File: src/rtl/common_pkg.sv
// Shared width constants for the EconoPET simulation environment.
// Pure constants, no logic; zero latency.
// No flow control; consumed by parameter defaults only.
package common_pkg;
   localparam int CPU_ADDR_WIDTH = 16;
   localparam int DATA_WIDTH     = 8;
endpackage

File: src/rtl/mock_pkg.sv
// Types and lane indices for the simulation bus mock.
// Pure declarations, no logic; zero latency.
// No flow control.
package mock_pkg;
   typedef enum logic [1:0] {
      DRIVEN    = 2'd0,
      KEEPING   = 2'd1,
      FLOATING  = 2'd2,
      CONTENDED = 2'd3
   } lane_state_e;

   localparam int LANE_ADDR = 0;
   localparam int LANE_DATA = 1;
   localparam int LANE_WE_N = 2;
endpackage

File: src/rtl/mock_bus_lane.sv
// One resolved bus lane: agent mux, driver count, keeper hold with decay.
// Resolution is combinational (zero latency); keeper state updates on the clock edge.
// No backpressure; contention is reported, never blocked.
module mock_bus_lane
   import mock_pkg::*;
#(
   parameter int               WIDTH          = 8,
   parameter int               NUM_AGENTS     = 4,
   parameter int               KEEPER_CYCLES  = 3,
   parameter logic [WIDTH-1:0] UNDRIVEN_VALUE = 'x
) (
   input  logic                          clock,
   input  logic                          reset_n,
   input  logic [NUM_AGENTS-1:0]         lane_oe,
   input  logic [NUM_AGENTS*WIDTH-1:0]   lane_vals,
   output logic [WIDTH-1:0]              lane_out,
   output logic                          lane_valid,
   output logic                          lane_contended
);
   localparam int PCW = $clog2(NUM_AGENTS + 1);
   localparam int KCW = (KEEPER_CYCLES > 0) ? $clog2(KEEPER_CYCLES + 1) : 1;
   localparam logic [KCW-1:0] KEEP_LOAD = KCW'(KEEPER_CYCLES);

   lane_state_e      state_q, state_d;
   logic [KCW-1:0]   keep_q, keep_d;
   logic [WIDTH-1:0] hold_q, hold_d;
   logic [PCW-1:0]   drivers;
   logic [WIDTH-1:0] sel;

   // Count active enables and OR together the enabled agents' values.
   always_comb begin
      drivers = '0;
      sel     = '0;
      for (int i = 0; i < NUM_AGENTS; i++) begin
         drivers = drivers + PCW'(lane_oe[i]);
         if (lane_oe[i]) sel = sel | lane_vals[i*WIDTH +: WIDTH];
      end
   end

   // Lane state from this cycle's driver count; keeper only continues out of DRIVEN/KEEPING.
   always_comb begin
      state_d        = FLOATING;
      keep_d         = '0;
      hold_d         = hold_q;
      lane_out       = UNDRIVEN_VALUE;
      lane_valid     = 1'b0;
      lane_contended = 1'b0;
      if (drivers == PCW'(1)) begin
         state_d    = DRIVEN;
         lane_out   = sel;
         lane_valid = 1'b1;
         hold_d     = sel;
         keep_d     = KEEP_LOAD;
      end else if (drivers == '0) begin
         if ((state_q == DRIVEN || state_q == KEEPING) && keep_q != '0) begin
            state_d    = KEEPING;
            lane_out   = hold_q;
            lane_valid = 1'b1;
            keep_d     = keep_q - KCW'(1);
         end
      end else begin
         // Fighting drivers: value is unknown and the keeper is invalidated.
         state_d        = CONTENDED;
         lane_out       = 'x;
         lane_contended = 1'b1;
      end
   end

   // Register lane state, keep counter and held value; reset drops any hold.
   always_ff @(posedge clock) begin
      if (!reset_n) begin
         state_q <= FLOATING;
         keep_q  <= '0;
         hold_q  <= '0;
      end else begin
         state_q <= state_d;
         keep_q  <= keep_d;
         hold_q  <= hold_d;
      end
   end
endmodule

File: src/rtl/mock_bus_n.sv
// N-agent simulation bus resolver with keeper decay and contention capture.
// Bus resolution zero latency; flags/counter/capture update one edge after contention.
// No backpressure; clear_i loses to same-cycle contention.
module mock_bus_n
   import mock_pkg::*;
#(
   parameter int NUM_AGENTS    = 4,
   parameter int ADDR_WIDTH    = common_pkg::CPU_ADDR_WIDTH,
   parameter int DATA_WIDTH    = common_pkg::DATA_WIDTH,
   parameter int KEEPER_CYCLES = 3,
   parameter int CNT_WIDTH     = 16
) (
   input  logic                             clock_i,
   input  logic                             reset_n_i,
   input  logic [NUM_AGENTS*ADDR_WIDTH-1:0] agent_addr_i,
   input  logic [NUM_AGENTS-1:0]            agent_addr_oe_i,
   input  logic [NUM_AGENTS*DATA_WIDTH-1:0] agent_data_i,
   input  logic [NUM_AGENTS-1:0]            agent_data_oe_i,
   input  logic [NUM_AGENTS-1:0]            agent_we_n_i,
   input  logic [NUM_AGENTS-1:0]            agent_we_n_oe_i,
   input  logic                             clear_i,
   output logic [ADDR_WIDTH-1:0]            bus_addr_o,
   output logic [DATA_WIDTH-1:0]            bus_data_o,
   output logic                             bus_we_n_o,
   output logic [2:0]                       lane_valid_o,
   output logic [2:0]                       contention_o,
   output logic [2:0]                       contention_sticky_o,
   output logic [CNT_WIDTH-1:0]             contention_count_o,
   output logic [NUM_AGENTS-1:0]            first_mask_o,
   output logic [2:0]                       first_lane_o,
   output logic [31:0]                      first_cycle_o
);
   logic                  any_contention;
   logic                  captured_q;
   logic [NUM_AGENTS-1:0] offender_mask;
   logic [31:0]           cycle_q;

   mock_bus_lane #(.WIDTH(ADDR_WIDTH), .NUM_AGENTS(NUM_AGENTS), .KEEPER_CYCLES(KEEPER_CYCLES),
                   .UNDRIVEN_VALUE({ADDR_WIDTH{1'bx}})) u_addr (
      .clock(clock_i), .reset_n(reset_n_i), .lane_oe(agent_addr_oe_i), .lane_vals(agent_addr_i),
      .lane_out(bus_addr_o), .lane_valid(lane_valid_o[LANE_ADDR]),
      .lane_contended(contention_o[LANE_ADDR]));

   mock_bus_lane #(.WIDTH(DATA_WIDTH), .NUM_AGENTS(NUM_AGENTS), .KEEPER_CYCLES(KEEPER_CYCLES),
                   .UNDRIVEN_VALUE({DATA_WIDTH{1'bx}})) u_data (
      .clock(clock_i), .reset_n(reset_n_i), .lane_oe(agent_data_oe_i), .lane_vals(agent_data_i),
      .lane_out(bus_data_o), .lane_valid(lane_valid_o[LANE_DATA]),
      .lane_contended(contention_o[LANE_DATA]));

   // we_n is pulled up when nobody drives it, so it never floats to 'x.
   mock_bus_lane #(.WIDTH(1), .NUM_AGENTS(NUM_AGENTS), .KEEPER_CYCLES(KEEPER_CYCLES),
                   .UNDRIVEN_VALUE(1'b1)) u_we_n (
      .clock(clock_i), .reset_n(reset_n_i), .lane_oe(agent_we_n_oe_i), .lane_vals(agent_we_n_i),
      .lane_out(bus_we_n_o), .lane_valid(lane_valid_o[LANE_WE_N]),
      .lane_contended(contention_o[LANE_WE_N]));

   // Agents implicated in this cycle's contention: union of enables of contended lanes.
   always_comb begin
      any_contention = |contention_o;
      offender_mask  = '0;
      if (contention_o[LANE_ADDR]) offender_mask = offender_mask | agent_addr_oe_i;
      if (contention_o[LANE_DATA]) offender_mask = offender_mask | agent_data_oe_i;
      if (contention_o[LANE_WE_N]) offender_mask = offender_mask | agent_we_n_oe_i;
   end

   // Free-running cycle counter used to timestamp the first contention.
   always_ff @(posedge clock_i) begin
      if (!reset_n_i) cycle_q <= '0;
      else            cycle_q <= cycle_q + 32'd1;
   end

   // Sticky flags and saturating counter; same-cycle contention overrides clear.
   always_ff @(posedge clock_i) begin
      if (!reset_n_i) begin
         contention_sticky_o <= '0;
         contention_count_o  <= '0;
      end else begin
         contention_sticky_o <= (clear_i ? 3'b000 : contention_sticky_o) | contention_o;
         if (any_contention) begin
            if (clear_i)                         contention_count_o <= CNT_WIDTH'(1);
            else if (contention_count_o != '1)   contention_count_o <= contention_count_o + CNT_WIDTH'(1);
         end else if (clear_i) begin
            contention_count_o <= '0;
         end
      end
   end

   // First-offender capture: loads when empty (or being cleared), otherwise holds.
   always_ff @(posedge clock_i) begin
      if (!reset_n_i) begin
         captured_q    <= 1'b0;
         first_mask_o  <= '0;
         first_lane_o  <= '0;
         first_cycle_o <= '0;
      end else if (any_contention && (clear_i || !captured_q)) begin
         captured_q    <= 1'b1;
         first_mask_o  <= offender_mask;
         first_lane_o  <= contention_o;
         first_cycle_o <= cycle_q;
      end else if (clear_i) begin
         captured_q    <= 1'b0;
         first_mask_o  <= '0;
         first_lane_o  <= '0;
         first_cycle_o <= '0;
      end
   end
endmodule

File: config.mk
export PLATFORM = sky130hd
export DESIGN_NAME = mock_bus_n
export DESIGN_NICKNAME = d
export VERILOG_FILES = /design/src/rtl/common_pkg.sv /design/src/rtl/mock_pkg.sv /design/src/rtl/mock_bus_lane.sv /design/src/rtl/mock_bus_n.sv
export SDC_FILE = /design/constraint.sdc
export NUM_CORES = 1
export LEC_CHECK = 0
export BUFFER_PORTS_ARGS = -buffer_cell sky130_fd_sc_hd__buf_2
export CAP_MARGIN = 20
export CORE_MARGIN = 2
export CORE_UTILIZATION = 50
export CTS_CLUSTER_SIZE = 10
export DETAILED_ROUTE_END_ITERATION = 7
export PLACE_DENSITY = 0.8
export SETUP_SLACK_MARGIN = 0.2
export SLEW_MARGIN = 20
export SYNTH_ARGS = -nofsm -noshare
export SYNTH_HDL_FRONTEND = slang
export SYNTH_SLANG_ARGS = --single-unit
File: constraint.sdc
create_clock -name clock_i -period 3 [get_ports clock_i]
set_input_delay 0.3 -clock clock_i [delete_from_list [all_inputs] [get_ports clock_i]]
set_output_delay 0.3 -clock clock_i [all_outputs]
set_load 0.02 [all_outputs]
==> results_tabular.tex <==
\begin{tabular}{lr}
\hline
Metric & Value \\
\hline
\multicolumn{2}{l}{\textbf{Outcome}} \\
\quad Run status & complete, no violations \\
\multicolumn{2}{l}{\textbf{Logic synthesis}} \\
\quad Simple-gate area share of the yosys netlist & 23.9\% \\
\quad Mapped Nets & 834 \\
\quad Synth Register Bits & 125 \\
\quad Number of cells produced by synthesis & 705 \\
\quad Proportion of synthesized chip area in sequential cells & 42.9\% \\
\quad Most used standard cell by instance count after synthesis & sky130\_fd\_sc\_hd\_\_dfxtp\_1 \\
\quad Commonest cells in the synthesized netlist & sky130\_fd\_sc\_hd\_\_dfxtp\_1 (125), sky130\_fd\_sc\_hd\_\_a21oi\_1 (75), sky130\_fd\_sc\_hd\_\_nand2\_1 (64) \\
\quad Number of distinct library cells after synthesis & 48 \\
\quad Mux share of post-synthesis cell area & 0.858\% \\
\quad Cell types with the largest area share after synthesis & sky130\_fd\_sc\_hd\_\_dfxtp\_1 (43\%), sky130\_fd\_sc\_hd\_\_a21oi\_1 (6.4\%), sky130\_fd\_sc\_hd\_\_a22oi\_1 (6.4\%) \\
\quad Synthesized-area fraction occupied by ao, oa, aoi and oai cells & 22.5\% \\
\quad Area share of the leading cell type in the synthesized netlist & 42.9\% \\
\quad Main combinational cell family by area after synthesis & simple AND/OR/NAND/NOR gates \\
\quad Cell area after synthesis & 5840 µm² \\
\quad Adder-cell share of the synthesized area & 3.39\% \\
\quad Post-synthesis async set-or-reset flop share & 0\% \\
\quad Top\_reg\_cell synth & sky130\_fd\_sc\_hd\_\_dfxtp\_1 \\
\quad Syn Area/Cell & 8.28 µm² \\
\quad Largest area contributor in the synthesized netlist & sky130\_fd\_sc\_hd\_\_dfxtp\_1 \\
\quad Number of warnings printed during yosys synthesis & 0 \\
\quad Number of flops mapped to enable cells by yosys & 0 \\
\quad Xor-xnor portion of the synthesized cell area & 1.20\% \\
\multicolumn{2}{l}{\textbf{Clock network}} \\
\quad CTS tree & done \\
\quad Number of clock sinks seen by CTS & 125 \\
\quad Root buffer selected by CTS & sky130\_fd\_sc\_hd\_\_clkbuf\_16 \\
\quad Clock latency at the later pin of the worst-skew pair & 0.41 ns \\
\quad Deepest clock path buffer count & 2 \\
\quad Number of buffers inserted during clock tree synthesis & 17 \\
\quad \# H-tree levels & 4 \\
\quad Clock transition at the register clock pins on the worst setup and hold paths after CTS & 0.05 ns \\
\multicolumn{2}{l}{\textbf{Drt}} \\
\quad Number of nets with antenna violations after detailed routing & 0 \\
\quad Average wire per standard cell & 16.2 µm \\
\quad Routed vias/inst & 5.74 \\
\quad Via count of the routed design & 6036 \\
\quad Count of unresolved DRC violations after routing & 0 \\
\quad Initial drt markers & 345 \\
\quad Number of detailed-routing iterations run before antenna repair & 5 \\
\quad Detailed Route WL & 17100 µm \\
\multicolumn{2}{l}{\textbf{Worst setup path}} \\
\quad Required time reported for the critical path endpoint & 2.70 ns \\
\quad Maximum fanout along the worst path & 31 \\
\quad Cell-by-cell listing of the critical path & buf\_2 > ha\_1 > fa\_1 > ha\_1 > nor3b\_4 > buf\_12 > nor2\_1 > a31oi\_1 > buf\_2 \\
\quad Worst R2R Setup Slack & 0.73 ns \\
\quad Slowest stage cell on the critical path & sky130\_fd\_sc\_hd\_\_fa\_1 \\
\quad Source of the worst register-to-register timing path & cycle\_q[0] \\
\quad Crit Path Class & input port to output port \\
\quad Max stage delay on crit path & 0.37 ns \\
\quad Worst setup SP type & input port \\
\quad Source of the critical timing path & agent\_addr\_oe\_i[0] \\
\quad Worst setup EP type & output port \\
\quad Arrival time worst endpoint & 2.41 ns \\
\multicolumn{2}{l}{\textbf{Placed design}} \\
\quad Area after detailed placement & 7020 µm² \\
\quad Total of buffers placed on input and output ports & 203 \\
\quad Detailed Place HPWL & 12500 µm \\
\quad \# placed instances & 1019 \\
\quad Final weighted congestion in routability-driven placement & 1.02 \\
\multicolumn{2}{l}{\textbf{Finish}} \\
\quad Final design area excluding fillers & 7680 µm² \\
\quad Number of antenna repair diodes & 0 \\
\quad Area overhead of the layout relative to synthesis & 31.7\% \\
\quad Layout net count & 1024 \\
\quad Total of fill cells in the finished design & 1018 \\
\quad Final standard cell count with taps included and fillers excluded & 1051 \\
\quad Fraction of final layout cells with drive strength greater than 1 & 29.8\% \\
\multicolumn{2}{l}{\textbf{Timing}} \\
\quad Fin crit period & 2.71 ns \\
\quad Clk\_skew & 0.00747 ns \\
\quad Peak clock frequency supported by timing & 369 MHz \\
\quad Setup repair after global routing missed its margin & false \\
\quad Final count of hold timing violations & 0 \\
\quad Setup TNS & 0 ns \\
\quad Count of pins over their slew limit & 0 \\
\quad Count of final setup violators & 0 \\
\quad Part of the cycle the worst path needs & 90.4\% \\
\quad Worst Hold Slack & 0.173 ns \\
\quad Worst Max-Slew Pin Slew & 0.570 ns \\
\quad Worst relative slew slack & 62.0\% \\
\multicolumn{2}{l}{\textbf{Global route}} \\
\quad First-pass GRT wire length & 27300 µm \\
\quad Initial antenna violation count & 0 \\
\quad Vias in the first global route & 5469 \\
\quad Largest net degree at the start of global routing & 54 \\
\quad GRT Resource Usage Total & 26.7\% \\
\quad Overflow left after global routing & 0 \\
\multicolumn{2}{l}{\textbf{Pwr}} \\
\quad Lkg Pwr & 3.20 nW \\
\quad Power per cell area & 650 nW/µm² \\
\quad Total power & 5.00 mW \\
\quad Worst supply voltage drop on vdd & 0.000482 V \\
\multicolumn{2}{l}{\textbf{Die}} \\
\quad Starting utilization of the core area & 51.1\% \\
\quad Std-Cell Rows & 39 \\
\quad DIE AREA & 12600 µm² \\
\quad Die height & 112 µm \\
\quad Area of the core & 11400 µm² \\
\quad Number of top-level pins & 204 \\
\quad Die width & 112 µm \\
\multicolumn{2}{l}{\textbf{Worst hold path}} \\
\quad Class of the most critical hold timing path & input port to flop \\
\quad Hold path startpoint & reset\_n\_i \\
\multicolumn{2}{l}{\textbf{Job}} \\
\quad Max\_cap viols & 0 \\
\hline
\end{tabular}
final cells by class:
cell class                      instances  area (µm²)  area share, %
Inverter                               20        75.1          0.977
Tap cell                              143         179           2.33
Clock buffer                           18         439           5.71
Timing Repair Buffer                  224        1220           15.9
Clock inverter                         14         218           2.83
Multi-Input combinational cell        507        3050           39.7
Sequential cell                       125        2500           32.6
stage by stage:
step	utilization [%]	setup slack [ns]
CTS	67.2	0.274
finish	67.3	0.289
global placement	61.5	0.285
detailed placement	61.5	0.229
floorplan	-	0.236
global route	67.3	0.212
metal layers:
metal	up-vias	global-route usage, %	wire length [µm]
li1	2966	-	-
met1	2790	32.1	6950
met2	249	46.8	8530
met3	31	5.51	1120
met4	0	10.7	478
met5	-	0	0
critical path: cells and delay by family:
kind                     cells  cell delay (ns)
AND/OR/NAND/NOR              2             0.34
adder cells (fa/ha/maj)      3             1.02
buffers and inverters        3             0.53
AO/OA/AOI/OAI                1             0.22
cells in the final DEF (no fill, tap or decap), types with 7 or more instances in the layout:
cell and count:
sky130_fd_sc_hd__ha_1 11, sky130_fd_sc_hd__buf_4 17, sky130_fd_sc_hd__dfxtp_1 125, sky130_fd_sc_hd__and3_1 7, sky130_fd_sc_hd__nand3_1 48, sky130_fd_sc_hd__inv_1 17, sky130_fd_sc_hd__a21oi_1 74, sky130_fd_sc_hd__o21a_1 7
sky130_fd_sc_hd__and2_1 28, sky130_fd_sc_hd__a22oi_1 50, sky130_fd_sc_hd__nor4_1 9, sky130_fd_sc_hd__clkbuf_16 17, sky130_fd_sc_hd__o31ai_1 16, sky130_fd_sc_hd__or3_1 9, sky130_fd_sc_hd__a31oi_1 26, sky130_fd_sc_hd__buf_2 203
sky130_fd_sc_hd__nor2_1 59, sky130_fd_sc_hd__or4_1 20, sky130_fd_sc_hd__nand2_1 64, sky130_fd_sc_hd__o21ai_0 14
state kept, by name, summed over array words and instances (netlist names):
| signal | flops |
|---|---|
| captured_q | 1 |
| contention_count_o | 16 |
| contention_sticky_o | 3 |
| cycle_q | 32 |
| first_cycle_o | 32 |
| first_lane_o | 3 |
| first_mask_o | 4 |
| u_addr.hold_q | 16 |
| u_addr.keep_q | 2 |
| u_addr.state_q | 1 |
| u_data.hold_q | 8 |
| u_data.keep_q | 2 |
| u_data.state_q | 1 |
| u_we_n.hold_q | 1 |
| u_we_n.keep_q | 2 |
| u_we_n.state_q | 1 |
power breakdown:
part	switching, mW	total, mW	internal [mW]
Sequential	0.0388	1.79	1.75
Clock	0.750	2.25	1.50
Combinational	0.591	0.957	0.366
cell families (layout without fill, tap and decap cells):
group | after synthesis | after routing
compound gates | 206 | 206
xor+xnor | 8 | 8
fa+ha+maj | 14 | 14
buf+inv | 73 | 276
flops | 125 | 125
mux | 5 | 5
simple gates | 274 | 274
path summary, 6_finish.rpt:
| check | end | depth (start not counted) |
|---|---|---|
| max reg2reg | cycle_q[16] | 5 |
| max | bus_addr_o[7] | 9 |
| min reg2reg | u_data.keep_q[0] | 1 |
| min | u_we_n.state_q[1] | 2 |
repair_timing:
item / CTS / global route
endpoints found under the hold margin: 0 / 0
setup endpoints to repair: 0 / 2
buffers inserted: 0 / 0
hold buffers: 0 / 0
resized for setup: 0 / 1
(Power assumes the default switching activity.)
